--- src/rtl/data_bus_if_pkg.sv ---
// Shared constants for the MEM-stage data bus interface: bus width, timeout default
// and the access FSM state encoding.
package data_bus_if_pkg;

    localparam int BUS_W           = 32;
    localparam int SEL_W           = BUS_W / 8;
    localparam int TIMEOUT_DEFAULT = 255;

    typedef enum logic [1:0] {
        ST_IDLE  = 2'd0,
        ST_REQ   = 2'd1,
        ST_DONE  = 2'd2,
        ST_DRAIN = 2'd3
    } bus_state_e;

    // The bus is word-addressed; byte position is carried by the lane enables.
    function automatic logic [BUS_W-1:0] word_addr(input logic [BUS_W-1:0] addr);
        return addr & ~BUS_W'(3);
    endfunction

endpackage

--- src/rtl/data_bus_if_timeout_cnt.sv ---
// Cycle counter for an outstanding bus access; expired marks the last cycle that
// may still see an acknowledge before the access is abandoned.
module bus_timeout_cnt
    import data_bus_if_pkg::*;
#(
    parameter int TIMEOUT_CYCLES = TIMEOUT_DEFAULT
) (
    input  logic clk,
    input  logic rst,
    input  logic i_clear,
    input  logic i_enable,
    output logic o_expired
);

    localparam int CNT_W = $clog2(TIMEOUT_CYCLES + 1);
    localparam logic [CNT_W-1:0] LAST = CNT_W'(TIMEOUT_CYCLES - 1);

    logic [CNT_W-1:0] r_cnt;

    always_ff @(posedge clk) begin
        if (rst) begin
            r_cnt <= '0;
        end else if (i_clear) begin
            r_cnt <= '0;
        end else if (i_enable) begin
            r_cnt <= r_cnt + 1'b1;
        end
    end

    assign o_expired = (r_cnt == LAST);

endmodule

--- src/rtl/data_bus_if.sv ---
// MEM-stage to external bus bridge: holds the pipeline while a single load/store is
// outstanding, drains flushed accesses and aborts accesses that never acknowledge.
module data_bus_if
    import data_bus_if_pkg::*;
#(
    parameter int TIMEOUT_CYCLES    = TIMEOUT_DEFAULT,
    parameter bit RDATA_ZERO_ON_ERR = 1'b1
) (
    input  logic             clk,
    input  logic             rst,
    input  logic             mem_ce_i,
    input  logic             mem_we_i,
    input  logic [BUS_W-1:0] mem_addr_i,
    input  logic [SEL_W-1:0] mem_sel_i,
    input  logic [BUS_W-1:0] mem_data_i,
    input  logic             mem_stall_i,
    input  logic             flush_i,
    output logic [BUS_W-1:0] mem_rdata_o,
    output logic             stallreq_o,
    output logic             bus_req_o,
    output logic             bus_we_o,
    output logic [BUS_W-1:0] bus_addr_o,
    output logic [SEL_W-1:0] bus_sel_o,
    output logic [BUS_W-1:0] bus_wdata_o,
    input  logic             bus_ack_i,
    input  logic [BUS_W-1:0] bus_rdata_i,
    output logic             bus_err_o
);

    bus_state_e       r_state;
    bus_state_e       w_next;
    logic             r_we;
    logic [BUS_W-1:0] r_addr;
    logic [SEL_W-1:0] r_sel;
    logic [BUS_W-1:0] r_wdata;
    logic [BUS_W-1:0] r_rdata;
    logic             r_err;
    logic             w_busy;
    logic             w_accept;
    logic             w_done;
    logic             w_expired;

    assign w_busy   = (r_state == ST_REQ) || (r_state == ST_DRAIN);
    assign w_accept = (r_state == ST_IDLE) && mem_ce_i && !flush_i;
    // An access finishes on acknowledge or on its final timeout cycle.
    assign w_done   = bus_ack_i || w_expired;

    bus_timeout_cnt #(
        .TIMEOUT_CYCLES(TIMEOUT_CYCLES)
    ) u_timeout (
        .clk      (clk),
        .rst      (rst),
        .i_clear  (!w_busy || bus_ack_i),
        .i_enable (w_busy),
        .o_expired(w_expired)
    );

    always_ff @(posedge clk) begin
        if (rst) begin
            r_state <= ST_IDLE;
        end else begin
            r_state <= w_next;
        end
    end

    always_comb begin
        w_next = r_state;
        case (r_state)
            ST_IDLE:  if (w_accept) w_next = ST_REQ;
            ST_REQ: begin
                if (flush_i) begin
                    w_next = w_done ? ST_IDLE : ST_DRAIN;
                end else if (w_done) begin
                    w_next = ST_DONE;
                end
            end
            ST_DONE:  if (flush_i || !mem_stall_i) w_next = ST_IDLE;
            ST_DRAIN: if (w_done) w_next = ST_IDLE;
            default:  w_next = ST_IDLE;
        endcase
    end

    always_comb begin
        stallreq_o = 1'b0;
        bus_req_o  = 1'b0;
        case (r_state)
            ST_IDLE:  stallreq_o = w_accept;
            ST_REQ: begin
                stallreq_o = 1'b1;
                bus_req_o  = 1'b1;
            end
            ST_DRAIN: begin
                stallreq_o = mem_ce_i;
                bus_req_o  = 1'b1;
            end
            default: ;
        endcase
        if (rst) begin
            stallreq_o = 1'b0;
            bus_req_o  = 1'b0;
        end
    end

    // Request latches load only from IDLE, so DRAIN keeps presenting the killed access.
    always_ff @(posedge clk) begin
        if (rst) begin
            r_we    <= 1'b0;
            r_addr  <= '0;
            r_sel   <= '0;
            r_wdata <= '0;
            r_rdata <= '0;
            r_err   <= 1'b0;
        end else begin
            r_err <= w_busy && !bus_ack_i && w_expired;
            if (w_accept) begin
                r_we    <= mem_we_i;
                r_addr  <= word_addr(mem_addr_i);
                r_sel   <= mem_sel_i;
                r_wdata <= mem_data_i;
            end
            if (r_state == ST_REQ && !flush_i) begin
                if (bus_ack_i) begin
                    r_rdata <= r_we ? '0 : bus_rdata_i;
                end else if (w_expired) begin
                    r_rdata <= RDATA_ZERO_ON_ERR ? '0 : bus_rdata_i;
                end
            end
        end
    end

    assign mem_rdata_o = r_rdata;
    assign bus_we_o    = r_we && bus_req_o;
    assign bus_addr_o  = r_addr;
    assign bus_sel_o   = r_sel;
    assign bus_wdata_o = r_wdata;
    assign bus_err_o   = r_err;

endmodule

--- config.mk ---
export PLATFORM = sky130hd
export DESIGN_NAME = data_bus_if
export DESIGN_NICKNAME = d
export VERILOG_FILES = /design/src/rtl/data_bus_if_pkg.sv /design/src/rtl/data_bus_if_timeout_cnt.sv /design/src/rtl/data_bus_if.sv
export SDC_FILE = /design/constraint.sdc
export NUM_CORES = 1
export LEC_CHECK = 0
export CAP_MARGIN = 20
export CORE_UTILIZATION = 37
export DETAILED_ROUTE_END_ITERATION = 8
export GPL_ROUTABILITY_DRIVEN = 0
export HOLD_SLACK_MARGIN = 0.05
export PLACE_DENSITY = 0.77
export SYNTH_ARGS = -nofsm -noshare
export SYNTH_HDL_FRONTEND = slang
export SYNTH_HIERARCHICAL = 1
export SYNTH_SLANG_ARGS = --single-unit
--- constraint.sdc ---
create_clock -name clk -period 1.9 [get_ports clk]
set_input_delay 0.38 -clock clk [delete_from_list [all_inputs] [get_ports clk]]
set_output_delay 0.38 -clock clk [all_outputs]
set_load 0.02 [all_outputs]
# Yosys cells after proc, flatten, opt, wreduce, memory -nomap -nowiden
# Cells that the tools add are included.
word_totals:
  ramBits: 0
  word_cells: 51
  register_bits: 110
  latchBits: 0
  romBits: 0
  in_bits: 107
  memories: 0
  out_inout_bits: 104
classes:
  n_eq_ne: 8
  bitwise_logic: 0
  n_reduce_logical: 20
  order_cmp: 0
  n_mul: 0
  div_mod_pow: 0
  mux: 14
  shifts: 0
  add_sub_neg: 1
op_table:
  columns: ["op", "count"]
  rows:
  - ["2-to-1 mux 32 bit", 3]
  - ["2-to-1 mux 2 bit", 6]
  - ["adder 8 x 1 -> 8 bit (second input constant)", 1]
  - ["== test 8 bit (second input constant)", 1]
  - ["one-hot mux 2 bit (4 select lines)", 1]
  - ["logical AND 1 bit", 6]
  - ["inequality test 2 bit (second input constant)", 3]
  - ["== test 2 bit (second input constant)", 2]
  - ["logical NOT 1 bit", 4]
  - ["logical OR 1 bit", 4]
  - ["AND reduction 4 bit", 1]
  - ["OR reduction 2 bit", 2]
  - ["2-to-1 mux 1 bit", 3]
  - ["inequality test 3 bit (second input constant)", 1]
  - ["one-hot mux 1 bit (3 select lines)", 1]
  - ["== test 2 x 1 -> 1 bit (second input constant)", 1]
  - ["logical NOT 2 bit", 1]
  - ["AND reduction 2 bit", 1]
  - ["nonzero test 2 bit", 1]

# Longest topological paths before layout
logic_depth:
  depth_word: 5
  ltp_mapped: 9
  ltp_nobuf: 7

# Hierarchy
# Netlist, hierarchy kept.
by_module_without_submodules:
  columns: ["mod", "seq_area_each_um2", "area_per_inst_um2", "n_inst", "cells_each"]
  rows:
  - ["data_bus_if", 2042.0, 4002.6, 1, 460]
  - ["bus_timeout_cnt", 160.2, 367.9, 1, 42]

# Worst setup path before layout
# Ideal clock, no wire load.
synth_timing:
  kind: "reg-to-reg"
  from: "register u_timeout.r_cnt[0]"
  to: "register r_rdata[10], in the netlist mem_rdata_o[10]"
  arrival_ps: 1668
  period_less_slack_ps: 1794
  setup_slack_ps: 106
  path_buffers: 2
  stages_incl_launch_ff: 10
  setup_ps: 126
  t_required_ps: 1774
  cell_sequence: "dfxtp_1 > inv_1 > ha_1 > nand3_1 > nor2_1 > or2_2 > and3_1 > clkbuf_1 > buf_2 > mux2i_1"
synth_via:
  elab_chain_cells: 3
synth_lines:
  columns: ["element", "line_no", "rtl"]
  rows:
  - ["from (decl)", "data_bus_if_timeout_cnt.sv:18", "logic [CNT_W-1:0] r_cnt;"]
  - ["from (signal assigned)", "data_bus_if_timeout_cnt.sv:26", "r_cnt <= r_cnt + 1'b1;"]
  - ["== test 8 bit", "data_bus_if_timeout_cnt.sv:30", "assign o_expired = (r_cnt == LAST);"]
  - ["named net w_expired", "data_bus_if.sv:41", "logic w_expired;"]
  - ["nonzero test 2 bit (no line)", null, null]
  - ["AND reduction 2 bit (no line)", null, null]
  - ["to (signal assigned)", "data_bus_if.sv:123", "r_rdata <= r_we ? '0 : bus_rdata_i;"]
  - ["to (signal assigned)", "data_bus_if.sv:125", "r_rdata <= RDATA_ZERO_ON_ERR ? '0 : bus_rdata_i;"]
  - ["to (decl)", "data_bus_if.sv:36", "logic [BUS_W-1:0] r_rdata;"]
# The timed path passes the listed nets, and every way through them passes these cells.
# A chain may end at the register's enable or synchronous reset.

# Worst setup path in the final report
layout_timing:
  from: "register r_state[0]"
  to: "output port bus_we_o"
layout_via:
  elab_chain_cells: 5
  word_cells_on_any_way: 6
  classes_between: "2 x eq/ne; 2 x mux; 2 x reduce/logical"
layout_lines:
  columns: ["element", "line_no", "rtl"]
  rows:
  - ["from (decl)", "data_bus_if.sv:30", "bus_state_e r_state;"]
  - ["from (signal assigned)", "data_bus_if.sv:62", "r_state <= w_next;"]
  - ["== test 2 x 1 -> 1 bit or == test 2 bit (tied branches)", "data_bus_if.sv:86", "case (r_state)"]
  - ["OR reduction 2 bit (no line) *", null, null]
  - ["2-to-1 mux 1 bit *", "data_bus_if.sv:86", null]
  - ["2-to-1 mux 1 bit *", "data_bus_if.sv:98", "if (rst) begin"]
  - ["logical AND 1 bit *", "data_bus_if.sv:132", "assign bus_we_o = r_we && bus_req_o;"]
  - ["to (decl)", "data_bus_if.sv:21", "output logic bus_we_o,"]
# Mark *: on every way between the ends. The rest lies on a longest branch, timed or not.

==> impl_metrics.toml <==
[power]
ir_worst_vdd_uv = 555
switchingPower_w = 0.00123
seqPwrFrac = 0.472
power_density_nw_per_um2 = 739
p_leak_nw = 2.44
swShare = 0.239
p_clk_frac = 0.374
p_int_w = 0.00391
pwr-share-comb = 0.154

[grt]
grt_usage = 0.190
met1_usage = 0.215
met2_usage = 0.327
grt_overflow = 0
antenna_found_initial = 0
busiest_layer = "met2"
grt_pass1_vias = 4010
grt_first_pass_wirelength_um = 18900
grt_max_degree = 78
gr-usage-met3 = 0.0656

[floorplanning]
num_rows = 39
core-area_sq_um = 11500
die_area_sq_um = 12300
dieWidth_um = 111
num_io_pins = 211
start_util = 0.381
die_h_um = 111

[worst_setup_path]
cp_max_fo = 8
cp-start-kind = "flip-flop"
rr_worst_depth = 6
r2r-end = "mem_rdata_o[25]$_SDFFE_PP0P_"
timing.rr.start = "u_timeout/r_cnt[2]$_SDFFE_PP0P_"
path_class = "reg2out"
r2r_setup_slack_ns = 0.19
critical_path_arrival_ns = 1.39
crit_required_ns = 1.52
end_kind = "output pin"

[sta]
slew_violations = 0
skew_ns = 0.00543
max_freq_mhz = 564
rsz0062_at_grt = "false"
finalSetupViolations = 0
setup_tns_ns = 0
finalCriticalPeriod_ns = 1.77
setup_slack_ns = 0.128
hold_viol = 0
period_share = 0.933

[synthesis]
synth-main-ff-cell = "dfxtp_1"
synth_cell_types = 33
synthCells = 502
syn-cell-area_sq_um = 4370
yosys_warnings = 6
yosysMostFrequentCell = "nand2_1"
synth_top_area_cell = "dfxtp_1"
ys_ff_latch = 110
synth_area_leaders = "dfxtp_1 (50%), nand2_1 (13%), mux2i_1 (7.6%), a21oi_1 (6.0%), nand2b_1 (4.9%)"
synth_top_area_frac = 0.504
synth.top_cells.by_count = "nand2_1 (148), dfxtp_1 (110), a21oi_1 (52)"
async_reset_ff_frac = 0
avgSynthCellArea_sq_um = 8.71
synth_seq_area_share = 0.504
synth_edf_count = 0

[placement]
pre_cts_slack_ns = -0.311
port_buffers = 206
dpl.hpwl_um = 8340
dp_cells = 833

[hold_path]
whs_endpoint = "bus_err_o$_SDFF_PP0_"
min_path_cells = 4
hold_start = "rst"
hold_class = "in2reg"

[drt]
via_per_inst = 4.72
routed_wirelength_um = 11700
first_iter_violations = 165
vias = 4016
wl_per_cell_um = 13.8
drc_errors = 0
ant_nets = 0
first_pass_iters = 4

[final_layout]
fin_util = 0.607
stdcell_count = 850
nNetsFinal = 811
areaGrowthSynthToFinish_pct = 59.2
drive_above_1_share = 0.122
diodes = 0
nFillCells = 962

[clocking]
clk_latency_ns = 0.34
clk_pin_slew_ns = 0.07
h-tree-depth = 3
clockBufferDepth = 2
cts_tree = "yes"
root_buffer = "clkbuf_16"
postCtsSetupBuffers = 0
clock-sinks = 110
cts_buffers = 9
hold_buffers = 0

[outcome]
status = "completed"

[flow_run]
maxCapViolCount = 0
## state kept, by name, summed over array words and instances, names as in the netlist
signal / flops
u_timeout/r_cnt: 8
r_we: 1
bus_sel_o: 4
bus_wdata_o: 32
bus_addr_o: 30
r_state: 2
bus_err_o: 1
mem_rdata_o: 32
## cell type report
cell class / instances / area [sq um] / share of cell area
inverters: 2 / 7.51 / 0.00108
well taps: 143 / 179 / 0.0257
clock inverters: 5 / 56.3 / 0.00809
clock buffers: 11 / 253 / 0.0363
multi-input cells: 352 / 1970 / 0.283
flip-flops and latches: 110 / 2200 / 0.317
repair buffers: 227 / 2290 / 0.329
## critical path: stages, from the launching register on
cell	delay (ns)
dfxtp_2	0.40
nand2b_1	0.10
inv_1	0.07
and2_1	0.13
dlygate4sd2_1	0.35
## power groups by stage
stage / clock (W) / combinational, W / sequential (W)
after floorplan: 0 / 0.000262 / 0.00256
after global placement: 0 / 0.000776 / 0.00247
after detailed placement: 0 / 0.000786 / 0.00248
after CTS: 0.00198 / 0.000789 / 0.00243
after global routing: 0.00206 / 0.000852 / 0.00243
final: 0.00192 / 0.000792 / 0.00243
## cells in the final DEF (no fill, tap or decap), types with 2 or more instances in the layout
| master | instances |
|---|---|
| a21oi_1 | 52 |
| a21oi_2 | 19 |
| buf_12 | 5 |
| buf_4 | 16 |
| clkbuf_16 | 10 |
| clkbuf_8 | 2 |
| clkdlybuf4s50_1 | 202 |
| clkinv_2 | 2 |
| conb_1 | 2 |
| dfxtp_1 | 109 |
| dlygate4sd2_1 | 2 |
| ha_1 | 2 |
| inv_1 | 2 |
| mux2i_1 | 33 |
| nand2_1 | 148 |
| nand2_2 | 20 |
| nand2b_1 | 34 |
| nand3_1 | 3 |
| nand4_1 | 3 |
| nor2_1 | 9 |
| nor2b_1 | 2 |
| nor3b_1 | 3 |
| o21ai_0 | 5 |
| or2_2 | 2 |
| or3_1 | 3 |
| xor2_1 | 3 |
## metal layers
metal  share of wire  wire length [um]  vias to the layer above
li1                -                 -                     2016
met4           0.019               220                        0
met1            0.42              4940                     1827
met5               0                 0                        -
met3           0.085               995                       18
met2            0.47              5530                      155
## metrics by stage
stage                     cell area, sq um  hold WS (ns)  power [W]
after floorplan                       4370         0.445    0.00282
after global placement                6630         0.442    0.00325
after detailed placement              6630         0.448    0.00326
after CTS                             6930         0.430    0.00519
after global routing                  6960         0.467    0.00535
final                                 6960         0.447    0.00514
## worst max-delay path by stage
stage                                          startpoint                            to  cells past startpoint
after floorplan           u_timeout/r_cnt[0]$_SDFFE_PP0P_  mem_rdata_o[10]$_SDFFE_PP0P_                      9
after global placement                           mem_ce_i                    stallreq_o                      5
after detailed placement                         mem_ce_i                    stallreq_o                      5
after CTS                                        mem_ce_i                    stallreq_o                      5
after global routing      u_timeout/r_cnt[2]$_SDFFE_PP0P_  mem_rdata_o[18]$_SDFFE_PP0P_                      6
final                             r_state[0]$_SDFFE_PP0P_                      bus_we_o                      4
## logic make-up after synthesis
group	Yosys count	share of synthesized area
DFF	110	0.504
xor gates and xnor gates	4	0.00802
muxes	33	0.0756
other	1	0.000858
AOI/OAI and AO/OA	78	0.107
and+or+nand+nor	233	0.250
adders and majority gates	2	0.00572
buffers and inverters	41	0.0490
## what timing repair did
item                                    CTS  global route
hold endpoints to repair                  0             0
endpoints found under the setup margin    3             3
resized for setup                         6             2
gates cloned                              0             1
Power figures use the tool's default switching activity.
